**src/rtl/fifo_rd_pkg.sv**
```systemverilog
// Shared types and sizing helpers for the FIFO read-side drain engine.
package fifo_rd_pkg;

  // Drain engine FSM encoding.
  typedef logic [1:0] state_t;
  localparam state_t ST_IDLE  = 2'd0;
  localparam state_t ST_RUN   = 2'd1;
  localparam state_t ST_FLUSH = 2'd2;

  // Bit width needed to index n entries; never narrower than one bit.
  function automatic int unsigned ptr_width(input int unsigned n);
    return (n <= 2) ? 1 : $clog2(n);
  endfunction

  localparam int unsigned DEF_BUF_DEPTH = 2;
  localparam int unsigned DEF_FRAME_LEN = 16;
  localparam int unsigned PTR_W  = ptr_width(DEF_BUF_DEPTH);
  localparam int unsigned CNT_W  = PTR_W + 1;
  localparam int unsigned FCNT_W = ptr_width(DEF_FRAME_LEN);

endpackage

```
**src/rtl/fifo_rd_stream_if.sv**
```systemverilog
// FIFO read port plus downstream valid/ready stream, as seen by the drain engine.
interface fifo_rd_stream_if #(
  parameter int unsigned WIDTH = 8
) ();

  logic             fifo_empty;
  logic             fifo_rd_en;
  logic [WIDTH-1:0] fifo_rd_data;
  logic             fifo_rd_vld;
  logic             m_valid;
  logic [WIDTH-1:0] m_data;
  logic             m_last;
  logic             m_ready;

  // Drain engine side.
  modport master (
    input  fifo_empty, fifo_rd_data, fifo_rd_vld, m_ready,
    output fifo_rd_en, m_valid, m_data, m_last
  );

  // FIFO + downstream consumer side.
  modport slave (
    output fifo_empty, fifo_rd_data, fifo_rd_vld, m_ready,
    input  fifo_rd_en, m_valid, m_data, m_last
  );

endinterface

```
**src/rtl/fifo_rd_buf.sv**
```systemverilog
// Circular prefetch buffer: absorbs FIFO returns, presents the oldest word at head.
module fifo_rd_buf
  import fifo_rd_pkg::*;
#(
  parameter int unsigned WIDTH = 8,
  parameter int unsigned DEPTH = DEF_BUF_DEPTH,
  parameter int unsigned AW    = PTR_W,
  parameter int unsigned CW    = CNT_W
) (
  input  logic             clk,
  input  logic             rst,
  input  logic             clear,
  input  logic             push,
  input  logic [WIDTH-1:0] push_data,
  input  logic             pop,
  output logic             full,
  output logic [CW-1:0]    occ,
  output logic [WIDTH-1:0] head
);

  localparam logic [CW-1:0] DEPTH_C = CW'(DEPTH);

  logic [WIDTH-1:0] mem_q [DEPTH];
  logic [WIDTH-1:0] mem_d [DEPTH];
  logic [AW-1:0]    wr_ptr_q, wr_ptr_d;
  logic [AW-1:0]    rd_ptr_q, rd_ptr_d;
  logic [CW-1:0]    occ_q, occ_d;
  logic             do_push, do_pop;

  // Next-state for storage, pointers and occupancy; clear wins over push/pop.
  always_comb begin
    do_push  = push & (occ_q != DEPTH_C);
    do_pop   = pop & (occ_q != '0);
    mem_d    = mem_q;
    wr_ptr_d = wr_ptr_q;
    rd_ptr_d = rd_ptr_q;
    occ_d    = occ_q;
    if (clear) begin
      wr_ptr_d = '0;
      rd_ptr_d = '0;
      occ_d    = '0;
    end else begin
      if (do_push) begin
        mem_d[wr_ptr_q] = push_data;
        wr_ptr_d        = wr_ptr_q + 1'b1;
      end
      if (do_pop) begin
        rd_ptr_d = rd_ptr_q + 1'b1;
      end
      occ_d = occ_q + CW'(do_push) - CW'(do_pop);
    end
  end

  // Data storage carries no reset; occupancy gates every read of it.
  always_ff @(posedge clk) begin
    mem_q <= mem_d;
  end

  // Pointer and occupancy registers.
  always_ff @(posedge clk) begin
    if (rst) begin
      wr_ptr_q <= '0;
      rd_ptr_q <= '0;
      occ_q    <= '0;
    end else begin
      wr_ptr_q <= wr_ptr_d;
      rd_ptr_q <= rd_ptr_d;
      occ_q    <= occ_d;
    end
  end

  assign full = (occ_q == DEPTH_C);
  assign occ  = occ_q;
  assign head = (occ_q == '0) ? '0 : mem_q[rd_ptr_q];

endmodule

```
**src/rtl/fifo_rd_stream.sv**
```systemverilog
// Read-side drain engine: credit-limited FIFO reads re-presented as a framed valid/ready stream.
module fifo_rd_stream
  import fifo_rd_pkg::*;
#(
  parameter int unsigned WIDTH     = 8,
  parameter int unsigned BUF_DEPTH = DEF_BUF_DEPTH,
  parameter int unsigned FRAME_LEN = DEF_FRAME_LEN
) (
  input  logic             rd_clk,
  input  logic             rest,
  input  logic             en,
  input  logic             flush,
  fifo_rd_stream_if.master bus,
  output logic             busy,
  output logic             err_ovf
);

  localparam int unsigned   AW       = ptr_width(BUF_DEPTH);
  localparam int unsigned   CW       = AW + 1;
  localparam int unsigned   FW       = ptr_width(FRAME_LEN);
  localparam logic [CW:0]   DEPTH_X  = (CW + 1)'(BUF_DEPTH);
  localparam logic [FW-1:0] LAST_IDX = FW'(FRAME_LEN - 1);

  state_t        state_q, state_d;
  logic [CW-1:0] outst_q, outst_d;
  logic [FW-1:0] fcnt_q, fcnt_d;
  logic          err_q, err_d;

  logic             buf_full;
  logic [CW-1:0]    occ;
  logic [WIDTH-1:0] head;
  logic             in_flush, m_valid, pop, ret, push, clear, rd_en;
  logic [CW:0]      committed;

  // Issue/credit logic. committed counts buffered plus in-flight words net of
  // this cycle's pop, so m_ready reaches fifo_rd_en combinationally.
  always_comb begin
    in_flush  = (state_q == ST_FLUSH);
    m_valid   = (occ != '0) & ~in_flush;
    pop       = m_valid & bus.m_ready;
    ret       = bus.fifo_rd_vld & (outst_q != '0);
    push      = ret & ~in_flush & ~buf_full;
    committed = {1'b0, occ} + {1'b0, outst_q} - {{CW{1'b0}}, pop};
    rd_en     = (state_q == ST_RUN) & ~bus.fifo_empty & (committed < DEPTH_X);
    clear     = in_flush & (outst_q == '0);
  end

  // FSM: flush has priority; FLUSH waits for every outstanding read to return.
  always_comb begin
    state_d = state_q;
    case (state_q)
      ST_IDLE: begin
        if (flush)   state_d = ST_FLUSH;
        else if (en) state_d = ST_RUN;
      end
      ST_RUN: begin
        if (flush)    state_d = ST_FLUSH;
        else if (!en) state_d = ST_IDLE;
      end
      ST_FLUSH: begin
        if (outst_q == '0) state_d = ST_IDLE;
      end
      default: state_d = ST_IDLE;
    endcase
  end

  // Outstanding-read credit, frame position and sticky overflow flag.
  always_comb begin
    outst_d = outst_q + CW'(rd_en) - CW'(ret);
    fcnt_d  = fcnt_q;
    if (clear) begin
      fcnt_d = '0;
    end else if (pop) begin
      fcnt_d = (fcnt_q == LAST_IDX) ? '0 : fcnt_q + 1'b1;
    end
    err_d = err_q | (ret & ~in_flush & buf_full);
  end

  // Control registers with synchronous reset.
  always_ff @(posedge rd_clk) begin
    if (rest) begin
      state_q <= ST_IDLE;
      outst_q <= '0;
      fcnt_q  <= '0;
      err_q   <= 1'b0;
    end else begin
      state_q <= state_d;
      outst_q <= outst_d;
      fcnt_q  <= fcnt_d;
      err_q   <= err_d;
    end
  end

  fifo_rd_buf #(
    .WIDTH (WIDTH),
    .DEPTH (BUF_DEPTH),
    .AW    (AW),
    .CW    (CW)
  ) u_buf (
    .clk       (rd_clk),
    .rst       (rest),
    .clear     (clear),
    .push      (push),
    .push_data (bus.fifo_rd_data),
    .pop       (pop),
    .full      (buf_full),
    .occ       (occ),
    .head      (head)
  );

  assign bus.fifo_rd_en = rd_en;
  assign bus.m_valid    = m_valid;
  assign bus.m_data     = head;
  assign bus.m_last     = m_valid & (fcnt_q == LAST_IDX);
  assign busy           = (state_q != ST_IDLE) | (occ != '0) | (outst_q != '0);
  assign err_ovf        = err_q;

endmodule
```
**src/flat_wrapper.sv**
```systemverilog
// flat-port wrapper written by rule: the top's interface ports become plain ports
module fifo_rd_stream_flat import fifo_rd_pkg::*;
#(
  parameter int unsigned WIDTH     = 8,
  parameter int unsigned BUF_DEPTH = DEF_BUF_DEPTH,
  parameter int unsigned FRAME_LEN = DEF_FRAME_LEN
)
  (rd_clk, rest, en, flush, busy, err_ovf, bus_fifo_empty, bus_fifo_rd_data, bus_fifo_rd_vld, bus_m_ready, bus_fifo_rd_en, bus_m_valid, bus_m_data, bus_m_last);
  fifo_rd_stream_if #(.WIDTH(WIDTH)) bus_i ();
  input  logic rd_clk;
  input  logic rest;
  input  logic en;
  input  logic flush;
  output logic busy;
  output logic err_ovf;
  input wire logic [$bits(bus_i.fifo_empty)-1:0] bus_fifo_empty;
  input wire logic [$bits(bus_i.fifo_rd_data)-1:0] bus_fifo_rd_data;
  input wire logic [$bits(bus_i.fifo_rd_vld)-1:0] bus_fifo_rd_vld;
  input wire logic [$bits(bus_i.m_ready)-1:0] bus_m_ready;
  output wire logic [$bits(bus_i.fifo_rd_en)-1:0] bus_fifo_rd_en;
  output wire logic [$bits(bus_i.m_valid)-1:0] bus_m_valid;
  output wire logic [$bits(bus_i.m_data)-1:0] bus_m_data;
  output wire logic [$bits(bus_i.m_last)-1:0] bus_m_last;
  assign bus_i.fifo_empty = bus_fifo_empty;
  assign bus_i.fifo_rd_data = bus_fifo_rd_data;
  assign bus_i.fifo_rd_vld = bus_fifo_rd_vld;
  assign bus_i.m_ready = bus_m_ready;
  assign bus_fifo_rd_en = bus_i.fifo_rd_en;
  assign bus_m_valid = bus_i.m_valid;
  assign bus_m_data = bus_i.m_data;
  assign bus_m_last = bus_i.m_last;
  fifo_rd_stream #(.WIDTH(WIDTH), .BUF_DEPTH(BUF_DEPTH), .FRAME_LEN(FRAME_LEN)) u_core (.rd_clk(rd_clk), .rest(rest), .en(en), .flush(flush), .bus(bus_i), .busy(busy), .err_ovf(err_ovf));
endmodule
```
**config.mk**
```make
export PLATFORM = sky130hd
export DESIGN_NAME = fifo_rd_stream_flat
export DESIGN_NICKNAME = d
export VERILOG_FILES = /design/src/rtl/fifo_rd_pkg.sv /design/src/rtl/fifo_rd_stream_if.sv /design/src/rtl/fifo_rd_buf.sv /design/src/rtl/fifo_rd_stream.sv /design/src/flat_wrapper.sv
export SDC_FILE = /design/constraint.sdc
export NUM_CORES = 1
export LEC_CHECK = 0
export ABC_AREA = 1
export BUFFER_PORTS_ARGS = -buffer_cell sky130_fd_sc_hd__buf_2
export CAP_MARGIN = 10
export CORE_ASPECT_RATIO = 0.75
export CORE_MARGIN = 5
export CORE_UTILIZATION = 40
export DETAILED_ROUTE_END_ITERATION = 8
export PLACE_DENSITY = 0.63
export SYNTH_ARGS = -nofsm -noshare
export SYNTH_HDL_FRONTEND = slang
export SYNTH_SLANG_ARGS = --single-unit
export TNS_END_PERCENT = 30
```
**constraint.sdc**
```tcl
create_clock -name rd_clk -period 3 [get_ports rd_clk]
set_input_delay 0.3 -clock rd_clk [delete_from_list [all_inputs] [get_ports rd_clk]]
set_output_delay 0.3 -clock rd_clk [all_outputs]
set_load 0.02 [all_outputs]
```
* Word level (Yosys, flattened, before mapping) *
Cells that the tools add are included.

word-level totals
  register bits = 29
  latch bits = 0
  RAM bits = 0
  memory bits (read-only) = 0
  input port bits = 15
  output and inout port bits = 13
  word-level logic and storage cells = 75
  memories = 0

cells by class
  add/sub/neg operators = 9
  $mul = 0
  div/mod/pow operators = 0
  magnitude comparators = 4
  equality and inequality tests = 8
  shifts and indexed selects = 0
  multiplexer cells = 14
  bitwise logic cells = 21
  reduce and logical (&&, ||, !) cells = 10

operators with widths
  kind                                                                          count
  8-bit two-way mux                                                             5
  16-bit bitwise mux                                                            1
  1-bit bitwise AND                                                             12
  2-bit two-way mux                                                             5
  8-bit demux with 1-bit select                                                 1
  2-bit logical NOT                                                             3
  3-bit inequality test, second input constant                                  2
  2-bit case mux with 3 select lines                                            1
  2-bit nonzero test                                                            3
  2-bit by 1-bit adder with 2-bit output                                        2
  4-bit by 1-bit adder with 4-bit output, second input constant                 1
  2-bit equality test, second input constant                                    2
  4-bit equality test, second input constant                                    1
  2-bit greater-or-equal comparator, second input constant                      2
  4-bit two-way mux                                                             1
  2-bit inequality test, second input constant                                  2
  1-bit NOT                                                                     4
  1-bit NOT with 2-bit output                                                   2
  2-bit by 1-bit subtractor with 2-bit output                                   2
  2-bit by 2-bit adder with 3-bit output                                        1
  3-bit by 2-bit less-than comparator with 1-bit output, second input constant  1
  1-bit bitwise OR                                                              3
  3-bit AND reduction                                                           1
  3-bit by 1-bit subtractor with 3-bit output                                   1
  other kinds (6)                                                               7

* Longest topological paths before layout *
Gate-level depths: netlist (run 1).

  depth after elaboration = 9
  gate-level depth with buffers = 16
  depth with buffers taken out = 16

* Hierarchy *
Synthesis (run 1) repeated with hierarchy kept, for this count alone.

unflattened totals
  cell total of the unflattened synthesis = 159
  area, all modules = 1,452.6 µm²

by module, submodules not included
  module          instances  cells each  area an instance (µm²)  seq. area each (µm²)
  fifo_rd_buf     1          78          842.1                   560.5
  fifo_rd_stream  1          81          610.6                   180.2

* Worst setup path after synthesis (run 1) *
OpenSTA, ideal clock, no wires.

  path kind = flip-flop to flip-flop
  from = register u_core.state_q[1]
  to = register u_core.outst_q[1]
  library setup time = 115 ps
  data arrival time = 2,762 ps
  required time = 2,885 ps
  setup slack = 123 ps
  stages on the path, launching flop included = 15
  path buffers = 0
  period minus slack after synthesis = 2,877 ps
  cells stage by stage = dfxtp_1 -> nand2_4 -> nand2_4 -> nor2_1 -> ha_1 -> or2_2 -> fa_1 -> nor3b_1 -> nand3_1 -> ha_1 -> inv_1 -> ha_1 -> xnor2_1 -> nand2_1 -> nor3b_1

on the way
  longest elaborated chain between the ends = 9
  elaborated cells between the ends (all ways) = 11
  those cells by class = add/sub (3); order compare (1); eq/ne (2); bitwise (5)

ends and longest elaborated chain
  item                                                   line                  source
  from (decl)                                            fifo_rd_stream.sv:24  state_t state_q, state_d;
  from (signal assigned)                                 fifo_rd_stream.sv:87  state_q <= state_d;
  2-bit equality test                                    fifo_rd_stream.sv:38  in_flush = (state_q == ST_FLUSH);
  1-bit NOT                                              fifo_rd_stream.sv:39  m_valid = (occ != '0) & ~in_flush;
  1-bit bitwise AND                                      fifo_rd_stream.sv:39
  1-bit bitwise AND                                      fifo_rd_stream.sv:40  pop = m_valid & bus.m_ready;
  named net u_core.pop                                   fifo_rd_stream.sv:32  logic in_flush, m_valid, pop, ret, push, clear, rd_en;
  3-bit by 1-bit subtractor with 3-bit output            fifo_rd_stream.sv:43  committed = {1'b0, occ} + {1'b0, outst_q} - {{CW{1'b0}}, pop};
  3-bit by 2-bit less-than comparator with 1-bit output  fifo_rd_stream.sv:44  rd_en = (state_q == ST_RUN) & ~bus.fifo_empty & (committed < DEPTH_X);
  1-bit bitwise AND                                      fifo_rd_stream.sv:44
  2-bit by 1-bit adder with 2-bit output                 fifo_rd_stream.sv:69  outst_d = outst_q + CW'(rd_en) - CW'(ret);
  2-bit by 1-bit subtractor with 2-bit output            fifo_rd_stream.sv:69
  to (signal assigned)                                   fifo_rd_stream.sv:88  outst_q <= outst_d;
  to (decl)                                              fifo_rd_stream.sv:25  logic [CW-1:0] outst_q, outst_d;

The timed path passes the listed nets, and every way through them passes these cells.
A chain may end at the register's enable or synchronous reset.

* Final worst setup path (run 1) *
  from = register u_core.u_buf.occ_q[1], in the netlist u_core.u_buf.occ[1]
  to = register u_core.outst_q[1]

on the way
  longest elaborated chain between the ends = 8
  elaborated cells between the ends (all ways) = 9
  those cells by class = add/sub (4); order compare (1); bitwise (3); reduce/logical (1)

ends and longest elaborated chain
  item                                                   line                  source
  from (decl)                                            fifo_rd_buf.sv:27     logic [CW-1:0] occ_q, occ_d;
  from (signal assigned)                                 fifo_rd_buf.sv:64     occ_q <= '0;
  from (signal assigned)                                 fifo_rd_buf.sv:68     occ_q <= occ_d;
  2-bit nonzero test                                     fifo_rd_stream.sv:39
  1-bit bitwise AND                                      fifo_rd_stream.sv:39
  1-bit bitwise AND                                      fifo_rd_stream.sv:40
  named net u_core.pop                                   fifo_rd_stream.sv:32
  3-bit by 1-bit subtractor with 3-bit output            fifo_rd_stream.sv:43
  3-bit by 2-bit less-than comparator with 1-bit output  fifo_rd_stream.sv:44
  1-bit bitwise AND                                      fifo_rd_stream.sv:44
  2-bit by 1-bit adder with 2-bit output                 fifo_rd_stream.sv:69
  2-bit by 1-bit subtractor with 2-bit output            fifo_rd_stream.sv:69

The timed path passes the listed nets, and every way through them passes these cells.

==> results of run 1 <==
==> logic make-up after synthesis <==
logic type | share of synthesized area
flops | 0.518
fa+ha+maj | 0.0752
simple gates | 0.237
buf+inv | 0.0682
xor+xnor | 0.0123
compound gates | 0.0892
==> what timing repair did <==
action,in CTS,in global routing
setup endpoints to repair,0,1
resized for setup,0,12
setup buffers,0,2
==> power by group <==
| part | switching, µW | total (µW) | internal (µW) |
|---|---|---|---|
| logic | 402 | 642 | 240 |
| registers | 38.3 | 522 | 484 |
| clock network | 139 | 299 | 160 |
==> state kept, by name, summed over array words and instances, names as in the netlist <==
name / flops
u_core.err_ovf: 1
u_core.fcnt_q: 4
u_core.outst_q: 2
u_core.state_q: 2
u_core.u_buf.mem_q: 16
u_core.u_buf.occ: 2
u_core.u_buf.rd_ptr_q: 1
u_core.u_buf.wr_ptr_q: 1
==> final cells by class <==
type,count,area (µm²)
clock buffers,6,72.6
clock inverters,2,10.0
fillers,328,1590
inverters,24,95.1
multi-input cells,96,612
flip-flops and latches,29,746
well taps,40,50.0
repair buffers,33,180
==> worst paths after layout <==
check                                    startpoint                    end  slack (ps)  cells after the start
worst max-delay path            u_core.u_buf.occ[1]      u_core.outst_q[1]         170                     15
worst min-delay path            bus_fifo_rd_data[6]  u_core.u_buf.mem_q[6]         210                      1
worst max register to register  u_core.u_buf.occ[1]      u_core.outst_q[1]         170                     15
worst min register to register       u_core.err_ovf         u_core.err_ovf         460                      2
==> layout by cell type (no fill, tap or decap), drive strengths merged <==
| cell type | count |
|---|---|
| xnor2 | 2 |
| nor2 | 17 |
| o21ai | 4 |
| a21oi | 17 |
| buf | 33 |
| nor3b | 2 |
| clkbuf | 6 |
| edfxtp | 16 |
| fa | 1 |
| nand4 | 4 |
| or2 | 2 |
| clkinv | 4 |
| ha | 7 |
| inv | 22 |
| nand3 | 7 |
| nand2 | 33 |
| dfxtp | 13 |
==> per-layer routing <==
layer  up-vias  wire length, µm  global-route usage  part of all wire
li1        571                -                   -                 -
met1       499             1270               0.155              0.45
met2        21             1330               0.207              0.47
met3         5              176              0.0576             0.063
met4         0               27              0.0441            0.0096
met5         -                0                   0                 0
==> worst register-to-register path, delay by kind of cell, from the launching register on <==
kind                     cells  cell delay [ps]
adder cells (fa/ha/maj)      4             1190
AND/OR/NAND/NOR              8              940
flip-flops                   1              360
XOR/XNOR                     1              170
buffers and inverters        2               90
==> through the flow <==
step	std cells	util	setup TNS (ps)	area, µm²
finish	230	0.526	0	1770
global route	230	0.526	-50.0	1770
CTS	228	0.513	0	1720
detailed placement	220	0.488	0	1640
global placement	220	0.488	0	1640
floorplan	150	-	0	1430
==> results.md, run 1 <==
- Status: completed
- Lkg Pwr: between 0.0007 and 0.0008 µW
- Most frequent cells after synthesis: nand2_1 (29), inv_1 (18), edfxtp_1 (16), a21oi_1 (14)
- Max FO, Critical Path: 4
- CTS tree: built
- Post-synth EDFFs: 16
- WS Path Type: reg -> reg
- Setup Skew: 6.57 ps
- Area contributors post-synth: edfxtp_1 (34%), dfxtp_1 (18%), nand2_1 (7.6%), ha_1 (6.1%), a21oi_1 (4.9%)
- CP endpoint kind: register
- DR DRC count: 0
- CP Data Required Time: 3200 ps
- Mapped Area: ~0.0014 mm²
- Vias: around 1100
- Maximum vdd drop: 0.000353 V
- Largest net degree at the start of global routing: 11
- Post-synth ARST share: 0
- Maxcap violations: 0
- Final WS setup: 170 ps
- # clock sinks: 29
- CP max stage delay: 490 ps
- Max transition margin: 0.539
- Cts hold-fix bufs: 0
- Crit start category: register
- Total track usage: 0.128
- Final hold violations: 0
- Routed length per instance: 12.2 µm
- Syn_area_per_cell: approximately 9.5 µm²
- Power per Cell Area: around 830 mW/mm²
- Total core area: 0.00336 mm²
- Hold WC Path Type: in -> reg
- Die Footprint: 0.00488 mm²
- Max frequency: about 350 MHz
- Predominant post-synthesis flop cell: edfxtp_1
- Kind of cell adding the most delay to the critical path: adder cells
- Initial antenna violation count: 0
- Final Net Count: between 200 and 250
- Root buf cell: clkbuf_8
- Critical Path AT: 3030 ps
- Area added between synthesis and finish: 23.4%
- Worst slack, placed: 76.0 ps
- Worst-Skew Late Latency: between 200 and 300 ps
- Mapped Nets: 173
- Period minus WS final: 2830 ps
- Cell Chain, Critical Path: inv_4 -> nand2_4 -> nand2_4 -> nor2_2 -> ha_1 -> or2_4 -> fa_1 -> nor3b_2 -> nand3_1 -> ha_1 -> inv_1 -> ha_2 -> xnor2_2 -> nor2_1 -> nor3b_1
- Unique masters post-synth: 28
- Final setup vio count: 0
- Clk buf depth: 2
- Largest area contributor in the netlist: edfxtp_1
- Ys Warns: 0
- Yosys reg bits: 29
- DIE WIDTH: 79.0 µm
- GRT overflow: 0
- Most frequent cell after synthesis: nand2_1
- Number of antenna-violating nets in the routed design: 0
- Antenna Cells: 0
- Worst hold margin: 213 ps
- Total power: 1460 µW
- Drt pass-1 iters: 4
- H-tree levels: 2
- Slew Limit Fails: 0
- Total CTS buffers: 5
- Routed WL: 2810 µm
- Via/cell ratio: roughly 4.8
- Synth top area share: 0.336
- Site Rows: 18
- Hpwl dp: 2080 µm
- Gpl congestion: 0.824
- Layout cell share with drive strength beyond 1: 0.358
- Die Y: 61.8 µm
- Critical Path Slowest Stage Cell: fa_1
- IO buf count: 27
- Clock-pin transition on the worst setup and hold timing paths: 60 ps
- Seq/Total Area, Yosys: 0.518
- Synth Instances: 150
- First-pass GRT wire length: approximately 4700 µm
- Tcrit/Tclk final: 0.943
- I/O pin count: 28
- Buf/Inv on CP: 2
- Worst Tran Pin Value: 690 ps
- Starting DRT DRC Count: 48
- Initial Util: 0.426
- Vias in the first global route: 1068
Note: power is estimated with default switching activity, not from simulation.
==> run 2: changes to the inputs <==
==> constraint.sdc (replaced) <==
create_clock -name rd_clk -period 3 [get_ports rd_clk]
set_input_delay 0.45 -clock rd_clk [delete_from_list [all_inputs] [get_ports rd_clk]]
set_output_delay 0.45 -clock rd_clk [all_outputs]
set_load 0.02 [all_outputs]
==> run 2 against run 1 <==
Clock power rose by 2%. Critical path type unchanged. Core utilization rose by 0.63 points. Clock skew fell by 1.7 ps. Worst setup slack improved by 62 ps. Worst hold slack improved by 150 ps. Design area rose by 1.2%. Combinational power rose by 3.7%. Critical endpoint unchanged. Critical path depth did not move. Flip-flop and latch count did not move.
==> results.md, run 2 (same netlist as run 1, synthesis figures left out) <==
- Status: completed
- Routed length per instance: 12.1 µm (-0.55%)
- RSZ-0062 raised after global routing: false
- Slew Limit Fails: 0 (unchanged)
- Drt pass-1 iters: 4 (unchanged)
- DR DRC count: 0 (unchanged)
- Placed Instances: 221 (+0.45%)
- CTS tree: built
- Clock Power Share: 0.205 (about the same)
- Period minus WS final: 2770 ps (-62.3 ps)
- Met2 Usage GRT: 0.199 (-0.00839)
- Sequential power share: 0.348 (-0.009)
- Final core occ: 0.532 (+0.00634)
- Maxcap violations: 0 (unchanged)
- Worst Tran Pin Value: 700 ps (+9.91 ps)
- Setup Skew: 4.90 ps (-1.67 ps)
- Routed WL: 2830 µm (+0.75%)
- Max frequency: 361 MHz (+2.3%)
- Worst slack, placed: -61.1 ps (-137 ps)
- Critical Path AT: 2970 ps (-60 ps)
- Cell Count, Final, Fillers Out: 233 (+1.3%)
- Clk buf depth: 2 (unchanged)
- Commonest non-fill, non-tap cells in the layout: nand2_1 (29), buf_2 (27), inv_1 (17)
- Routing usage on met1: 0.156 (+0.000758)
- Hold WC Path Type: in -> reg
- First-pass GRT wire length: 4550 µm (-3.2%)
- Biggest register: u_core.u_buf.mem_q
- Sw frac: 0.396 (+0.000619)
- # clock sinks: 29 (unchanged)
- Via/cell ratio: 4.76 (about the same)
- CP endpoint kind: register
- Power per Cell Area: 835 mW/mm² (+0.75%)
- Number of antenna-violating nets in the routed design: 0 (unchanged)
- Vias: 1110 (+1.3%)
- Site Rows: 18 (unchanged)
- CP Data Required Time: 3200 ps (about the same)
- Met3 GRT Util: 0.0447 (-0.0130)
- Final setup vio count: 0 (unchanged)
- Vias in the first global route: 1029 (-3.7%)
- Commonest non-fill, non-tap cell in the layout: nand2_1
- Worst hold margin: 363 ps (+151 ps)
- Area added between synthesis and finish: 24.9%
- Total power: 1490 µW (+2.0%)
- Initial antenna violation count: 0 (unchanged)
- Starting DRT DRC Count: 48 (unchanged)
- DIE WIDTH: 79.0 µm (unchanged)
- Total core area: 0.00336 mm² (unchanged)
- Gr busiest metal: met2
- Layout cell share with drive strength beyond 1: 0.373 (+0.0152)
- Tcrit/Tclk final: 0.923 (-0.0208)
- Largest net degree at the start of global routing: 11 (unchanged)
- Gpl congestion: 0.752 (-8.8%)
- Biggest regs: u_core.u_buf.mem_q: 16 flops, u_core.fcnt_q: 4 flops
- Cell Chain, Critical Path: inv_2 -> nand2_4 -> nand2_4 -> nor2_2 -> ha_1 -> or2_4 -> fa_1 -> nor3b_2 -> nand3_1 -> ha_1 -> inv_1 -> ha_2 -> xnor2_2 -> nor2_1 -> nor3b_1
- Max FO, Critical Path: 3 (-1)
- WS Path Type: reg -> reg
- I/O pin count: 28 (unchanged)
- Die Y: 61.8 µm (unchanged)
- Maximum vdd drop: 0.000369 V (+4.7%)
- Final WS setup: 232 ps (+62.3 ps)
- Lkg Pwr: 0.000794 µW (+1.6%)
- Antenna Cells: 0 (unchanged)
- Max transition margin: 0.532 (-0.00663)
- Final Net Count: 215 (+1.4%)
- Total CTS buffers: 5 (unchanged)
- H-tree levels: 2 (unchanged)
- GRT overflow: 0 (unchanged)
- Power share of the combinational group: 0.447 (+0.009)
- Final hold violations: 0 (unchanged)
- Total track usage: 0.123 (-0.00480)
- IO buf count: 27 (unchanged)
- Switch Pwr: 592 µW (+2.1%)
- Die Footprint: 0.00488 mm² (unchanged)
- Crit start category: register
- Initial Util: 0.426 (unchanged)
- Pint: 901 µW (+1.9%)
- Worst-Skew Late Latency: 270 ps (about the same)
- Hpwl dp: 2180 µm (+4.6%)
- Clock-pin transition on the worst setup and hold timing paths: 60 ps (about the same)
- Root buf cell: clkbuf_8
- CP max stage delay: 470 ps (-20 ps)
- Critical Path Slowest Stage Cell: fa_1
- Max reg flops: 16 (unchanged)
==> run 2: path summary, 6_finish.rpt <==
kind              cells past startpoint                     to                start  slack, ps
setup / recovery                     15      u_core.outst_q[1]    u_core.state_q[0]        230
hold / removal                        1  u_core.u_buf.mem_q[6]  bus_fifo_rd_data[6]        360
setup reg to reg                     15      u_core.outst_q[1]    u_core.state_q[0]        230
hold reg to reg                       2         u_core.err_ovf       u_core.err_ovf        460
==> run 2: stage by stage <==
stage,TNS (ps),area (µm²)
floorplan,0,1430
global placement,0,1650
detailed placement,-61.1,1650
CTS,0,1740
global route,0,1790
finish,0,1790
==> run 2: repair_timing <==
action | CTS | global route
setup buffers | 0 | 4
pin swaps | 1 | 5
gates resized for setup | 1 | 9
setup endpoints to repair | 1 | 2
hold buffers | 0 | 0
==> run 2: layout make-up <==
type | count | area [µm²]
Clock buffer | 5 | 68.8
Clock inverter | 3 | 17.5
Fill cell | 315 | 1570
Inverter | 24 | 90.1
Multi-Input combinational cell | 96 | 612
Sequential cell | 29 | 746
Tap cell | 40 | 50.0
Timing Repair Buffer | 36 | 203
==> run 2: routing by layer <==
layer | part of all wire | vias up
li1 | - | 579
met2 | 0.48 | 25
met5 | 0 | -
met1 | 0.46 | 504
met3 | 0.058 | 2
met4 | 0.0025 | 0
==> run 2: power by group through the flow <==
stage | Clock, µW | Sequential, µW | Combinational [µW]
4_1_cts | 316 | 517 | 629
3_5_place_dp | 0 | 525 | 621
6_report | 306 | 519 | 666
3_3_place_gp | 0 | 524 | 598
2_1_floorplan | 0 | 514 | 444
5_1_grt | 334 | 527 | 747
==> run 2: critical path: cells and delay by family (launching register included) <==
family / cells / cell delay [ps]
adder cells (fa/ha/maj): 4 / 1200
flip-flops: 1 / 330
buffers and inverters: 2 / 120
XOR/XNOR: 1 / 140
AND/OR/NAND/NOR: 8 / 920
